### src/rtl/insn_sram_arbiter_if.sv
// rtl/insn_sram_arbiter_if.sv - requester port bundle for the instruction SRAM arbiter
//
// Purpose: one requester's view of the shared instruction SRAM.
// Signals:
//   valid/write/addr/wen/wdata  request, held stable by the master until ready
//   ready                       grant; request accepted when valid & ready
//   rvalid/rdata                one-cycle read return, rdata is 0 when rvalid is low
// Modports: master = requester side, slave = arbiter side.
interface insn_sram_arbiter_if #(
    parameter int ADDR_W = 18,
    parameter int DATA_W = 32
);
    logic                  valid;
    logic                  write;
    logic [ADDR_W-1:0]     addr;
    logic [DATA_W/8-1:0]   wen;
    logic [DATA_W-1:0]     wdata;
    logic                  ready;
    logic                  rvalid;
    logic [DATA_W-1:0]     rdata;

    modport master (
        output valid, write, addr, wen, wdata,
        input  ready, rvalid, rdata
    );

    modport slave (
        input  valid, write, addr, wen, wdata,
        output ready, rvalid, rdata
    );
endinterface

### src/rtl/insn_sram_arbiter.sv
// rtl/insn_sram_arbiter.sv - two-port arbiter for the single-port instruction SRAM
//
// Purpose: shares the 256K x 32 instruction SRAM between the CPU fetch path
// (port 0) and the boot-image preload engine (port 1). At most one access is
// granted per cycle; read data returns one cycle later to the issuing port.
// Arbitration: fixed priority (port 0 high) with a starvation guard for port 1,
// or round-robin, chosen by i_arb_mode.
// Ports:
//   hclk, n_hreset     clock, asynchronous active-low reset
//   i_arb_mode         0 = fixed priority + starvation guard, 1 = round-robin
//   req0, req1         requester bundles (slave side)
//   o_sram_cen         active-low chip enable
//   o_sram_wen         active-low byte write enables, all ones on reads/idle
//   o_sram_addr        SRAM word address
//   o_sram_din         SRAM write data
//   i_sram_dout        SRAM read data, valid the cycle after a read access
//   o_starve_cnt       consecutive cycles port 1 has been denied (debug)
module insn_sram_arbiter #(
    parameter int ADDR_W     = 18,
    parameter int DATA_W     = 32,
    parameter int STARVE_MAX = 4
) (
    input  logic                  hclk,
    input  logic                  n_hreset,
    input  logic                  i_arb_mode,
    insn_sram_arbiter_if.slave    req0,
    insn_sram_arbiter_if.slave    req1,
    output logic                  o_sram_cen,
    output logic [DATA_W/8-1:0]   o_sram_wen,
    output logic [ADDR_W-1:0]     o_sram_addr,
    output logic [DATA_W-1:0]     o_sram_din,
    input  logic [DATA_W-1:0]     i_sram_dout,
    output logic [3:0]            o_starve_cnt
);
    localparam int         BE_W       = DATA_W / 8;
    localparam logic [3:0] STARVE_LIM = 4'(STARVE_MAX);

    logic       r_last_gnt;     // port id of the most recent grant
    logic [3:0] r_starve_cnt;
    logic       r_rd_vld;       // read issued last cycle, data on i_sram_dout now
    logic       r_rd_port;

    logic w_gnt0;
    logic w_gnt1;
    logic w_any_gnt;
    logic w_rd_gnt;

    // Grant decision. Gated by n_hreset so no port is accepted while reset
    // is held, even though the registers are already at their reset values.
    always_comb begin
        w_gnt0 = 1'b0;
        w_gnt1 = 1'b0;
        if (n_hreset) begin
            if (req0.valid && req1.valid) begin
                if (i_arb_mode) begin
                    w_gnt1 = ~r_last_gnt;
                end else begin
                    w_gnt1 = (r_starve_cnt == STARVE_LIM);
                end
                w_gnt0 = ~w_gnt1;
            end else begin
                w_gnt0 = req0.valid;
                w_gnt1 = req1.valid;
            end
        end
    end

    assign w_any_gnt = w_gnt0 | w_gnt1;
    assign w_rd_gnt  = (w_gnt0 & ~req0.write) | (w_gnt1 & ~req1.write);

    // SRAM pin mux; idle drives everything to the quiet value.
    always_comb begin
        o_sram_cen  = ~w_any_gnt;
        o_sram_wen  = '1;
        o_sram_addr = '0;
        o_sram_din  = '0;
        if (w_gnt0) begin
            o_sram_addr = req0.addr;
            o_sram_din  = req0.wdata;
            o_sram_wen  = req0.write ? req0.wen : {BE_W{1'b1}};
        end else if (w_gnt1) begin
            o_sram_addr = req1.addr;
            o_sram_din  = req1.wdata;
            o_sram_wen  = req1.write ? req1.wen : {BE_W{1'b1}};
        end
    end

    always_ff @(posedge hclk or negedge n_hreset) begin
        if (!n_hreset) begin
            r_last_gnt   <= 1'b1;
            r_starve_cnt <= 4'd0;
            r_rd_vld     <= 1'b0;
            r_rd_port    <= 1'b0;
        end else begin
            // Counts only uninterrupted denials of a waiting port 1.
            if (i_arb_mode || !req1.valid || w_gnt1) begin
                r_starve_cnt <= 4'd0;
            end else if (r_starve_cnt != STARVE_LIM) begin
                r_starve_cnt <= r_starve_cnt + 4'd1;
            end
            if (w_any_gnt) begin
                r_last_gnt <= w_gnt1;
            end
            r_rd_vld  <= w_rd_gnt;
            r_rd_port <= w_gnt1;
        end
    end

    assign req0.ready  = w_gnt0;
    assign req1.ready  = w_gnt1;
    assign req0.rvalid = r_rd_vld & ~r_rd_port;
    assign req1.rvalid = r_rd_vld &  r_rd_port;
    assign req0.rdata  = req0.rvalid ? i_sram_dout : '0;
    assign req1.rdata  = req1.rvalid ? i_sram_dout : '0;

    assign o_starve_cnt = r_starve_cnt;
endmodule

### src/flat_wrapper.sv
// flat-port wrapper written by rule: the top's interface ports become plain ports
module insn_sram_arbiter_flat 
#(
    parameter int ADDR_W     = 18,
    parameter int DATA_W     = 32,
    parameter int STARVE_MAX = 4
)
  (hclk, n_hreset, i_arb_mode, o_sram_cen, o_sram_wen, o_sram_addr, o_sram_din, i_sram_dout, o_starve_cnt, req0_valid, req0_write, req0_addr, req0_wen, req0_wdata, req0_ready, req0_rvalid, req0_rdata, req1_valid, req1_write, req1_addr, req1_wen, req1_wdata, req1_ready, req1_rvalid, req1_rdata);
  insn_sram_arbiter_if #(.ADDR_W(ADDR_W), .DATA_W(DATA_W)) req0_i ();
  insn_sram_arbiter_if #(.ADDR_W(ADDR_W), .DATA_W(DATA_W)) req1_i ();
  input  logic hclk;
  input  logic n_hreset;
  input  logic i_arb_mode;
  output logic o_sram_cen;
  output logic [DATA_W/8-1:0] o_sram_wen;
  output logic [ADDR_W-1:0] o_sram_addr;
  output logic [DATA_W-1:0] o_sram_din;
  input  logic [DATA_W-1:0] i_sram_dout;
  output logic [3:0] o_starve_cnt;
  input wire logic [$bits(req0_i.valid)-1:0] req0_valid;
  input wire logic [$bits(req0_i.write)-1:0] req0_write;
  input wire logic [$bits(req0_i.addr)-1:0] req0_addr;
  input wire logic [$bits(req0_i.wen)-1:0] req0_wen;
  input wire logic [$bits(req0_i.wdata)-1:0] req0_wdata;
  output wire logic [$bits(req0_i.ready)-1:0] req0_ready;
  output wire logic [$bits(req0_i.rvalid)-1:0] req0_rvalid;
  output wire logic [$bits(req0_i.rdata)-1:0] req0_rdata;
  input wire logic [$bits(req1_i.valid)-1:0] req1_valid;
  input wire logic [$bits(req1_i.write)-1:0] req1_write;
  input wire logic [$bits(req1_i.addr)-1:0] req1_addr;
  input wire logic [$bits(req1_i.wen)-1:0] req1_wen;
  input wire logic [$bits(req1_i.wdata)-1:0] req1_wdata;
  output wire logic [$bits(req1_i.ready)-1:0] req1_ready;
  output wire logic [$bits(req1_i.rvalid)-1:0] req1_rvalid;
  output wire logic [$bits(req1_i.rdata)-1:0] req1_rdata;
  assign req0_i.valid = req0_valid;
  assign req0_i.write = req0_write;
  assign req0_i.addr = req0_addr;
  assign req0_i.wen = req0_wen;
  assign req0_i.wdata = req0_wdata;
  assign req0_ready = req0_i.ready;
  assign req0_rvalid = req0_i.rvalid;
  assign req0_rdata = req0_i.rdata;
  assign req1_i.valid = req1_valid;
  assign req1_i.write = req1_write;
  assign req1_i.addr = req1_addr;
  assign req1_i.wen = req1_wen;
  assign req1_i.wdata = req1_wdata;
  assign req1_ready = req1_i.ready;
  assign req1_rvalid = req1_i.rvalid;
  assign req1_rdata = req1_i.rdata;
  insn_sram_arbiter #(.ADDR_W(ADDR_W), .DATA_W(DATA_W), .STARVE_MAX(STARVE_MAX)) u_core (.hclk(hclk), .n_hreset(n_hreset), .i_arb_mode(i_arb_mode), .req0(req0_i), .req1(req1_i), .o_sram_cen(o_sram_cen), .o_sram_wen(o_sram_wen), .o_sram_addr(o_sram_addr), .o_sram_din(o_sram_din), .i_sram_dout(i_sram_dout), .o_starve_cnt(o_starve_cnt));
endmodule
### config.mk
export PLATFORM = sky130hd
export DESIGN_NAME = insn_sram_arbiter_flat
export DESIGN_NICKNAME = d
export VERILOG_FILES = /design/src/rtl/insn_sram_arbiter_if.sv /design/src/rtl/insn_sram_arbiter.sv /design/src/flat_wrapper.sv
export SDC_FILE = /design/constraint.sdc
export NUM_CORES = 1
export LEC_CHECK = 0
export BUFFER_PORTS_ARGS = -buffer_cell sky130_fd_sc_hd__buf_4
export CORE_AREA = 2 2 106 108
export CTS_CLUSTER_DIAMETER = 100
export CTS_CLUSTER_SIZE = 16
export DETAILED_ROUTE_END_ITERATION = 6
export DIE_AREA = 0 0 108 110
export GPL_TIMING_DRIVEN = 0
export MAX_ROUTING_LAYER = met4
export SETUP_SLACK_MARGIN = 0.3
export SLEW_MARGIN = 20
export SYNTH_ARGS = -nofsm -noshare
export SYNTH_HDL_FRONTEND = slang
export SYNTH_SLANG_ARGS = --single-unit
### constraint.sdc
create_clock -name hclk -period 2.58 [get_ports hclk]
set_input_delay 0.387 -clock hclk [delete_from_list [all_inputs] [get_ports hclk]]
set_output_delay 0.387 -clock hclk [all_outputs]
set_load 0.02 [all_outputs]
Word level (Yosys, flattened, before mapping)
Cells that the tools add are included.
{ "classes": {"n_mux": 19, "mul": 0, "n_addsub": 1, "reduce_logical": 5, "eq_ne": 2, "shift": 0, "magnitude_cmp": 0, "bitwise_logic": 12, "div": 0} }
{ "ops": {"columns": ["operator", "n"], "rows": [
  ["32-bit 2-to-1 mux", 4],
  ["18-bit 2-to-1 mux", 2],
  ["4-bit 2-to-1 mux", 6],
  ["1-bit 2-to-1 mux", 7],
  ["1-bit NOT", 6],
  ["4-bit by 1-bit adder with 4-bit output, second input constant", 1],
  ["1-bit bitwise AND", 4],
  ["4-bit by 3-bit == test with 1-bit output, second input constant", 1],
  ["4-bit by 3-bit inequality test with 1-bit output, second input constant", 1],
  ["1-bit logical OR", 2],
  ["1-bit bitwise OR", 2],
  ["2-bit nonzero test", 1],
  ["1-bit logical AND", 1],
  ["1-bit zero test", 1]
]} }
{ "totals": {"rom_bits": 0, "output_inout_bits": 127, "regBits": 7, "memories": 0, "word_cells": 43, "ram_bits": 0, "latch_bits": 0, "in_bits": 147} }

Longest topological paths before layout
Gate-level depths: netlist of run 1.
{ "depth": {"word_depth": 9, "ltp_mapped": 7, "depth_no_buf": 5} }

Least setup slack after synthesis of run 1
No wires, ideal clock.
{ "synth_timing": {"kind": "reg-to-output", "startpoint": "register u_core.r_starve_cnt[0], in the netlist u_core.o_starve_cnt[0]", "endpoint": "output port o_sram_wen[0]", "n_path_buf": 1, "required_time_ps": 2193, "t_arrival_ps": 1831, "path_slack_ps": 362, "path_stages_with_launch": 7, "cell_sequence": "dfrtp_1 > inv_1 > ha_1 > nand3b_4 > o2111a_1 > buf_2 > mux2i_1"} }
{ "synth_between": {"elab_chain_len": 8, "elab_cells_between_ends": 11, "cone_classes": "1 x eq/ne; 9 x mux; 1 x bitwise"} }
{ "synth_rtl": {"columns": ["element", "line_no", "text"], "rows": [
  ["from (decl)", "insn_sram_arbiter.sv:39", "logic [3:0] r_starve_cnt;"],
  ["from (signal assigned)", "insn_sram_arbiter.sv:99", "r_starve_cnt <= r_starve_cnt + 4'd1;"],
  ["4-bit by 3-bit == test with 1-bit output", "insn_sram_arbiter.sv:58", "w_gnt1 = (r_starve_cnt == STARVE_LIM);"],
  ["1-bit 2-to-1 mux", "insn_sram_arbiter.sv:55", "if (i_arb_mode) begin"],
  ["1-bit 2-to-1 mux", "insn_sram_arbiter.sv:54", "if (req0.valid && req1.valid) begin"],
  ["1-bit 2-to-1 mux", "insn_sram_arbiter.sv:53", "if (n_hreset) begin"],
  ["1-bit NOT", "insn_sram_arbiter.sv:60", "w_gnt0 = ~w_gnt1;"],
  ["1-bit 2-to-1 mux", "insn_sram_arbiter.sv:54", null],
  ["1-bit 2-to-1 mux", "insn_sram_arbiter.sv:53", null],
  ["via req0_ready", "flat_wrapper.sv:25", "output wire logic [$bits(req0_i.ready)-1:0] req0_ready;"],
  ["4-bit 2-to-1 mux", "insn_sram_arbiter.sv:77", "if (w_gnt0) begin"],
  ["to (decl)", "flat_wrapper.sv:15", "output logic [DATA_W/8-1:0] o_sram_wen;"]
]} }
The timed path passes the listed nets, and every way through them passes these cells. The select of a mux whose other input is x is not followed.

Worst setup path after layout of run 1
{ "layout_timing": {"startpoint": "register u_core.r_starve_cnt[0], in the netlist u_core.o_starve_cnt[0]", "endpoint": "output port o_sram_din[23]"} }
{ "layout_between": {"elab_chain_len": 8, "elab_cells_between_ends": 11, "cone_classes": "1 x eq/ne; 9 x mux; 1 x bitwise"} }
{ "layout_rtl": {"columns": ["element", "line_no", "text"], "rows": [
  ["4-bit by 3-bit == test with 1-bit output (*)", "insn_sram_arbiter.sv:58", null],
  ["1-bit 2-to-1 mux (*)", "insn_sram_arbiter.sv:55", null],
  ["1-bit 2-to-1 mux (*)", "insn_sram_arbiter.sv:54", null],
  ["1-bit 2-to-1 mux (*)", "insn_sram_arbiter.sv:53", null],
  ["1-bit 2-to-1 mux or 1-bit NOT (tied branches)", "insn_sram_arbiter.sv:54, insn_sram_arbiter.sv:60", null],
  ["1-bit 2-to-1 mux (on tied branches)", "insn_sram_arbiter.sv:53, insn_sram_arbiter.sv:54", null],
  ["32-bit 2-to-1 mux or 1-bit 2-to-1 mux (tied branches)", "insn_sram_arbiter.sv:81, insn_sram_arbiter.sv:53", null],
  ["32-bit 2-to-1 mux (*)", "insn_sram_arbiter.sv:77", null],
  ["to (decl)", "flat_wrapper.sv:17", "output logic [DATA_W-1:0] o_sram_din;"]
]} }
Mark *: on every way between the ends. The rest lies on a longest branch, timed or not. The select of a mux whose other input is x is not followed.

==> results of run 1 <==
==> power breakdown <==
part | switching (mW) | internal (mW)
clock | 0.0490 | 0.107
sequential | 0.00718 | 0.118
combinational | 0.308 | 0.371
==> cell type report <==
| class | count | share of cell area, % |
|---|---|---|
| plain buffers | 21 | 4.16 |
| clock buffers | 4 | 1.14 |
| inverters | 6 | 0.568 |
| multi-input cells | 152 | 29.5 |
| flip-flops and latches | 7 | 4.48 |
| well taps | 140 | 4.42 |
| repair buffers | 284 | 55.7 |
==> routing by layer <==
layer / global-route usage [%] / share of wire, %
met5: - / 0
met3: 1.29 / 7.4
met4: 2.66 / 0.55
met2: 27.0 / 57
met1: 13.6 / 35
==> cells in the final DEF, fill, tap and decap left out, types with 4 or more instances in the layout <==
master,n
buf_4,267
buf_6,23
buf_8,4
mux2i_1,5
clkbuf_1,10
a22o_1,49
dfrtp_1,5
inv_1,4
nor2_1,8
and2_1,33
and3_1,33
==> cells by family (layout without fill, tap and decap cells) <==
kind of cell,count (synthesis),after routing,synth area share [%]
multiplexers,5,5,3.51
adder cells (fa/ha/maj),2,2,1.75
flip-flops,7,7,12.4
AO/OA/AOI/OAI,59,59,36.2
AND/OR/NAND/NOR,84,84,35.8
buffers and inverters,27,315,9.20
XOR/XNOR,2,2,1.23
==> timing repair <==
| action | CTS | global route |
|---|---|---|
| gates resized for setup | 24 | 25 |
| setup buffers | 8 | 2 |
| hold buffers | 1 | 0 |
| endpoints found under the hold margin | 6 | 0 |
| pin swaps | 5 | 9 |
| setup endpoints to repair | 55 | 56 |
| gates cloned | 0 | 0 |
==> registers in the layout, summed over array words and instances (netlist names) <==
register,cells
u_core.o_starve_cnt,4
u_core.r_last_gnt,1
u_core.r_rd_port,1
u_core.r_rd_vld,1
==> worst paths after layout <==
check,startpoint,slack (ps),to,cells after the start
min reg2reg,u_core.r_last_gnt$_DFFE_PN1P_,510,u_core.r_last_gnt$_DFFE_PN1P_,1
max in group asynchronous,n_hreset,1690,u_core.o_starve_cnt[0]$_DFFE_PN0P_,2
min,n_hreset,130,u_core.r_last_gnt$_DFFE_PN1P_,1
max reg2reg,u_core.o_starve_cnt[0]$_DFFE_PN0P_,960,u_core.r_rd_vld$_DFF_PN0_,8
min in group hclk,req0_write,480,u_core.r_rd_vld$_DFF_PN0_,3
max,u_core.o_starve_cnt[0]$_DFFE_PN0P_,270,o_sram_din[23],8
==> impl_metrics.yaml, run 1 <==
outcome:
  status: "finished clean"
synthesis:
  yosysTopAreaCell: "a22o_1"
  async_flop_share_pct: 100
  yosys_warnings: 0
  synthFlopType: "dfrtp_1"
  syn_avg_cell_area_sq_um: 7.68
  syn_nets: 335
  ys_seq_area_share_pct: 12.4
  synth_commonest_cells: "a22o_1 (51), and2_1 (33), and3_1 (33)"
  synth.cell_area_sq_um: 1430
  syn_inst: 186
  synth_edf_count: 0
  synth_cell_type_count: 28
  yosysMostFrequentCell: "a22o_1"
  synth_seq_cells: 7
  synthTopCellsByArea: "a22o_1 (31%), and2_1 (14%), and3_1 (14%)"
  synth_top_area_share_pct: 31.3
timing:
  setup_slack_ps: 272
  finalSetupTns_ps: 0
  hold_viol: 0
  slew_headroom_pct: 74.8
  min_period_ps: 2310
  rsz0062_at_grt: "yes"
  maxSlewViolCount: 0
  hold_slack_ps: 133
  worstMarginPinSlew_ps: 379
  max_freq_mhz: 433
  fin_skew_ps: 0.471
  setup_violations: 0
  post-route-period-util_pct: 89.5
clocking:
  root_buffer: "clkbuf_8"
  clkTransAtPathRegs_ps: 40
  htree_num_levels: 1
  tritoncts: "done"
  clkSinkCount: 7
  clockBufferDepth: 2
  cts_made_buffers: 3
  clk_latency_ps: 230
routing:
  drt_iter0_drc: 73
  dr.pass1.iters: 4
  drcViolationCount: 0
  finalWirelength_um: 9020
  postRouteAntennaNets: 0
  viasPerCell: 4.30
  routedWlPerCell_um: 14.7
  num_vias: 2638
finish:
  final_core_util_pct: 37.1
  fin_area_sq_um: 3970
  fillers: 1125
  multi_input_area_sq_um: 1170
  instances_no_fill: 614
  drive_above_1_share_pct: 65.2
  n_antenna_cell: 0
  area_delta_synth_final_pct: 178
  nets: 624
  regArea_sq_um: 178
critical_path:
  worstPathMaxFanout: 10
  max_stage_delay_ps: 410
  cpMostUsedCell: "buf_4"
  cp_top_family: "buffers and inverters"
  cp_cell_sequence: "inv_2, ha_4, nand3b_4, o2111a_1, buf_6, buf_4, a22o_1, buf_4"
  cp_num_buf_inv: 4
  startpoint_type: "register"
  critPathRequiredTime_ps: 2190
  slowest_stage: "dfrtp_2"
  arrival_ps: 1920
  path_class: "register to output pin"
  endpoint_kind: "output pin"
placed_design:
  place_hpwl_um: 7600
  gp_congestion: 0.755
  io_buffers: 273
  place_area_sq_um: 3650
  placed_cells_incl_taps: 599
  dpl_worst_slack_ps: 169
power:
  peakVddDrop_v: 0.000140
  p_total_mw: 0.961
  p_leak_nw: 2.27
  p_per_area_nw_per_um2: 242
grt:
  antenna_found_initial: 0
  grt_pass1_vias: 2495
  grt_pass1_wl_um: 12200
  gr-total-overflow: 0
  grt_max_degree: 12
  track_usage_pct: 13.2
floorplanning:
  die_x_um: 108
  initial_core_util_pct: 13.3
  dieArea_sq_um: 11900
  fp.dieH_um: 110
  rows: 38
  io_pins: 274
  core_sq_um: 10700
worst_hold_path:
  hold_class: "primary input to async pin"
job:
  drv_cap: 0
No activity file was read; power rests on OpenSTA's default activity.
==> run 2: changes to the inputs <==
--- a/constraint.sdc
+++ b/constraint.sdc
@@ -3,2 +3,2 @@
 set_output_delay 0.387 -clock hclk [all_outputs]
-set_load 0.02 [all_outputs]
+set_load 0.1 [all_outputs]
==> run 2 against run 1 <==
Compared with the run above:
- register-to-register slack is essentially flat
- count of clock-buffer cells in the layout is the same
- highest routed layer unchanged
- setup slack lost 120 ps
- cell area grew 29%
- wire length grew 12%
- clock skew is essentially flat
- hold slack gained 12 ps
- final cell count grew 0.33%
- combinational power grew 120%
==> impl_metrics.yaml, run 2 (synthesized netlist as in run 1, its figures left out) <==
routing:
  drt_iter0_drc: 93
  finalWirelength_um: 10100
  routedWlPerCell_um: 16.4
  postRouteAntennaNets: 0
  viasPerCell: 4.43
  drcViolationCount: 0
  num_vias: 2729
  dr.pass1.iters: 4
outcome:
  status: "finished clean"
timing:
  hold_viol: 0
  worstMarginPinSlew_ps: 343
  rsz0062_at_grt: "yes"
  post-route-period-util_pct: 94.0
  fin_skew_ps: 0.853
  finalSetupTns_ps: 0
  maxSlewViolCount: 0
  max_freq_mhz: 412
  setup_violations: 0
  slew_headroom_pct: 77.1
  setup_slack_ps: 156
  min_period_ps: 2420
floorplanning:
  rows: 38
  die_x_um: 108
  core_sq_um: 10700
  fp.dieH_um: 110
  dieArea_sq_um: 11900
  initial_core_util_pct: 13.3
  io_pins: 274
clocking:
  cts_made_buffers: 3
  clockBufferDepth: 2
  clkSinkCount: 7
  clk_latency_ps: 230
  tritoncts: "done"
  root_buffer: "clkbuf_8"
  clkTransAtPathRegs_ps: 40
  htree_num_levels: 1
finish:
  final_core_util_pct: 47.7
  nets: 626
  n_antenna_cell: 0
  drive_above_1_share_pct: 79.4
  final_cell_mix: "buf_4 (226), buf_12 (59), a22o_4 (35)"
  final_common_cell: "buf_4"
  area_delta_synth_final_pct: 257
  largest_reg_flops: 4
  fillers: 951
grt:
  track_usage_pct: 15.2
  gr-total-overflow: 0
  antenna_found_initial: 0
  grt_max_degree: 12
  grt_pass1_vias: 2663
  grt_pass1_wl_um: 13900
critical_path:
  cp_num_buf_inv: 4
  crit_path_start: "u_core.o_starve_cnt[0]$_DFFE_PN0P_"
  arrival_ps: 2040
  slowest_stage: "dfrtp_4"
  critical_path.reg2reg.startpoint: "u_core.o_starve_cnt[0]$_DFFE_PN0P_"
  path_class: "register to output pin"
  cp_top_family: "buffers and inverters"
  endpoint_kind: "output pin"
  worstPathMaxFanout: 10
  cp_cell_sequence: "inv_4, ha_4, nand3b_4, o2111a_2, buf_12, buf_8, a22o_2, buf_12"
  cpMostUsedCell: "buf_12"
  max_stage_delay_ps: 480
  critPathRequiredTime_ps: 2190
  startpoint_type: "register"
placed_design:
  place_hpwl_um: 7800
  gp_congestion: 0.775
  io_buffers: 273
  dpl_worst_slack_ps: 81.5
power:
  p_leak_nw: 2.69
  p_total_mw: 1.81
  p_per_area_nw_per_um2: 354
  peakVddDrop_v: 0.000217
worst_hold_path:
  hold_class: "primary input to async pin"
job:
  drv_cap: 0
==> run 2: worst register-to-register path: cells and delay by family (launching register included) <==
kind	cells	cell delay (ps)
buf+inv	3	380
flops	1	480
simple gates	1	100
compound gates	2	450
fa+ha+maj	1	140
==> run 2: stage by stage <==
step | instances | hold WS (ps) | cell area [sq um]
3_3_place_gp | 599 | 225 | 4040
6_report | 616 | 145 | 5100
4_1_cts | 615 | 143 | 4960
3_5_place_dp | 599 | 229 | 4040
5_1_grt | 616 | 144 | 5100
2_1_floorplan | 186 | 91.4 | 1810
==> run 2: worst paths after layout <==
check / end / slack (ps) / cells after the start
min reg2reg: u_core.r_last_gnt$_DFFE_PN1P_ / 510 / 1
min in group hclk: u_core.r_rd_vld$_DFF_PN0_ / 480 / 3
min: u_core.r_last_gnt$_DFFE_PN1P_ / 140 / 1
max in group asynchronous: u_core.o_starve_cnt[1]$_DFFE_PN0P_ / 1670 / 2
max reg2reg: u_core.r_rd_vld$_DFF_PN0_ / 960 / 7
max: o_sram_din[22] / 160 / 8
==> run 2: where the power goes <==
part | internal, mW | leakage, nW | switching [mW]
Sequential | 0.119 | 0.0851 | 0.00713
Clock | 0.107 | 0.0228 | 0.0493
Combinational | 0.586 | 2.58 | 0.937
==> run 2: metal layers <==
| metal | vias to the layer above | track usage [%] | part of all wire, % |
|---|---|---|---|
| met4 | 0 | 2.38 | 0.98 |
| met1 | 1268 | 15.7 | 34 |
| met2 | 172 | 30.1 | 56 |
| met3 | 6 | 3.00 | 9.1 |
| li1 | 1283 | - | - |
| met5 | - | - | 0 |
==> run 2: layout make-up <==
cell class	count	area, sq um	area share (%)
timing repair buffer	286	2910	56.9
multi-input combinational	152	1540	30.2
buffer	21	226	4.44
sequential	7	186	3.65
tap	140	175	3.43
clock buffer	4	45.0	0.883
inverter	6	25.0	0.490
==> run 2: what timing repair did <==
item / 4_1_cts / 5_1_grt
endpoints found under the setup margin: 65 / 84
pin swaps: 5 / 2
hold buffers: 1 / 0
endpoints found under the hold margin: 6 / 0
cloned: 3 / 0
buffers inserted: 8 / 1
gates resized for setup: 173 / 33
==> run 3: changes to the inputs <==
Clock period 2.58 ns to 2.52 ns, I/O delays scaled along.
==> run 3 against run 2 <==
Compared with the run above:
- setup slack lost 54 ps
- clock power grew 3%
- sequential share of layout area is essentially flat
- flip-flop and latch count is the same
- count of clock-buffer cells in the layout is the same
- sequential power is essentially flat
==> impl_metrics.yaml, run 3 (synthesized netlist as in run 1, its figures left out) <==
timing:
  setup_slack_ps: 102
  rsz0062_at_grt: "yes"
  worstMarginPinSlew_ps: 343
  max_freq_mhz: 414
  hold_viol: 0
  hold_slack_ps: 136
  maxSlewViolCount: 0
  fin_skew_ps: 1.77
  post-route-period-util_pct: 96.0
  finalSetupTns_ps: 0
  setup_violations: 0
  min_period_ps: 2420
  slew_headroom_pct: 77.1
power:
  swShare_pct: 54.8
  power_frac_clock_pct: 8.6
  pwr-share-seq_pct: 6.9
  p_int_mw: 0.842
  p_leak_nw: 2.72
  p_total_mw: 1.86
  power_frac_comb_pct: 84.5
  p_per_area_nw_per_um2: 360
  peakVddDrop_v: 0.000222
  switching_power_mw: 1.02
floorplanning:
  dieArea_sq_um: 11900
  io_pins: 274
  rows: 38
  die_x_um: 108
  initial_core_util_pct: 13.3
  fp.dieH_um: 110
  core_sq_um: 10700
grt:
  track_usage_pct: 15.2
  grt_max_degree: 12
  grt_pass1_wl_um: 13900
  gr-total-overflow: 0
  antenna_found_initial: 0
  grt_pass1_vias: 2663
critical_path:
  worstPathMaxFanout: 10
  startpoint_type: "register"
  arrival_ps: 2040
  critPathRequiredTime_ps: 2140
  endpoint_kind: "output pin"
  path_class: "register to output pin"
finish:
  n_antenna_cell: 0
  final_core_util_pct: 48.3
  final_common_cell: "buf_4"
  nets: 630
  largest_reg_flops: 4
  drive_above_1_share_pct: 79.6
  area_delta_synth_final_pct: 262
  final_cell_mix: "buf_4 (227), buf_12 (61), a22o_4 (35)"
  instances_no_fill: 620
  fin_area_sq_um: 5170
placed_design:
  place_area_sq_um: 4040
  dpl_worst_slack_ps: 30.5
  io_buffers: 273
  gp_congestion: 0.775
  placed_cells_incl_taps: 599
  place_hpwl_um: 7800
routing:
  postRouteAntennaNets: 0
  viasPerCell: 4.43
  routedWlPerCell_um: 16.4
  dr.pass1.iters: 4
  drt_iter0_drc: 90
  drcViolationCount: 0
  num_vias: 2746
  finalWirelength_um: 10100
clocking:
  clockBufferDepth: 2
  clk_latency_ps: 230
  cts_made_buffers: 3
  clkSinkCount: 7
  tritoncts: "done"
  clkTransAtPathRegs_ps: 40
  htree_num_levels: 1
  root_buffer: "clkbuf_8"
outcome:
  status: "finished clean"
worst_hold_path:
  hold_class: "primary input to async pin"
job:
  drv_cap: 0
[run 3: changes by cell type in the layout (fill, tap and decap cells not counted)]
cell / before / now
buf_12: 59 / 61
buf_4: 226 / 227
buf_8: 6 / 7
[run 3: power by group through the flow]
stage / clock (mW) / sequential (mW) / combinational, mW
2_1_floorplan: 0 / 0.140 / 0.915
3_3_place_gp: 0 / 0.132 / 1.29
3_5_place_dp: 0 / 0.132 / 1.29
4_1_cts: 0.164 / 0.129 / 1.52
5_1_grt: 0.175 / 0.130 / 1.62
6_report: 0.161 / 0.129 / 1.57
[run 3: routing by layer]
layer / up-vias / routed length [um] / GRT usage [%]
met5: - / 0 / -
met1: 1277 / 3480 / 15.7
met2: 172 / 5640 / 30.1
met4: 0 / 97 / 2.38
li1: 1291 / - / -
met3: 6 / 927 / 3.00
[run 3: worst max-delay path, stage by stage, from the launching register on]
cell and delay, ps:
dfrtp_4 480, inv_4 60, ha_4 140, nand3b_4 100, o2111a_2 300, buf_12 160
buf_8 140, a22o_2 230, buf_12 170
[run 3: area by class of cell]
cell class,instances,area (sq um)
fillers,944,5530
repair buffers,290,2960
multi-input cells,152,1540
plain buffers,21,234
flip-flops and latches,7,186
well taps,140,175
clock buffers,4,45.0
inverters,6,25.0
[run 3: worst paths after layout]
kind | startpoint | endpoint | slack (ps) | cells past startpoint
max reg2reg | u_core.o_starve_cnt[0]$_DFFE_PN0P_ | u_core.o_starve_cnt[0]$_DFFE_PN0P_ | 730 | 9
max | u_core.o_starve_cnt[0]$_DFFE_PN0P_ | o_sram_din[22] | 100 | 8
max in group asynchronous | n_hreset | u_core.o_starve_cnt[1]$_DFFE_PN0P_ | 1620 | 2
min in group hclk | req0_write | u_core.r_rd_vld$_DFF_PN0_ | 470 | 3
min reg2reg | u_core.r_last_gnt$_DFFE_PN1P_ | u_core.r_last_gnt$_DFFE_PN1P_ | 510 | 1
min | n_hreset | u_core.r_last_gnt$_DFFE_PN1P_ | 140 | 1
[run 3: timing repair]
item / in CTS / in global routing
hold buffers: 1 / 0
resized for setup: 174 / 37
cloned: 3 / 0
endpoints found under the setup margin: 71 / 66
pin swaps: 5 / 2
hold endpoints to repair: 6 / 0
buffers inserted: 8 / 5
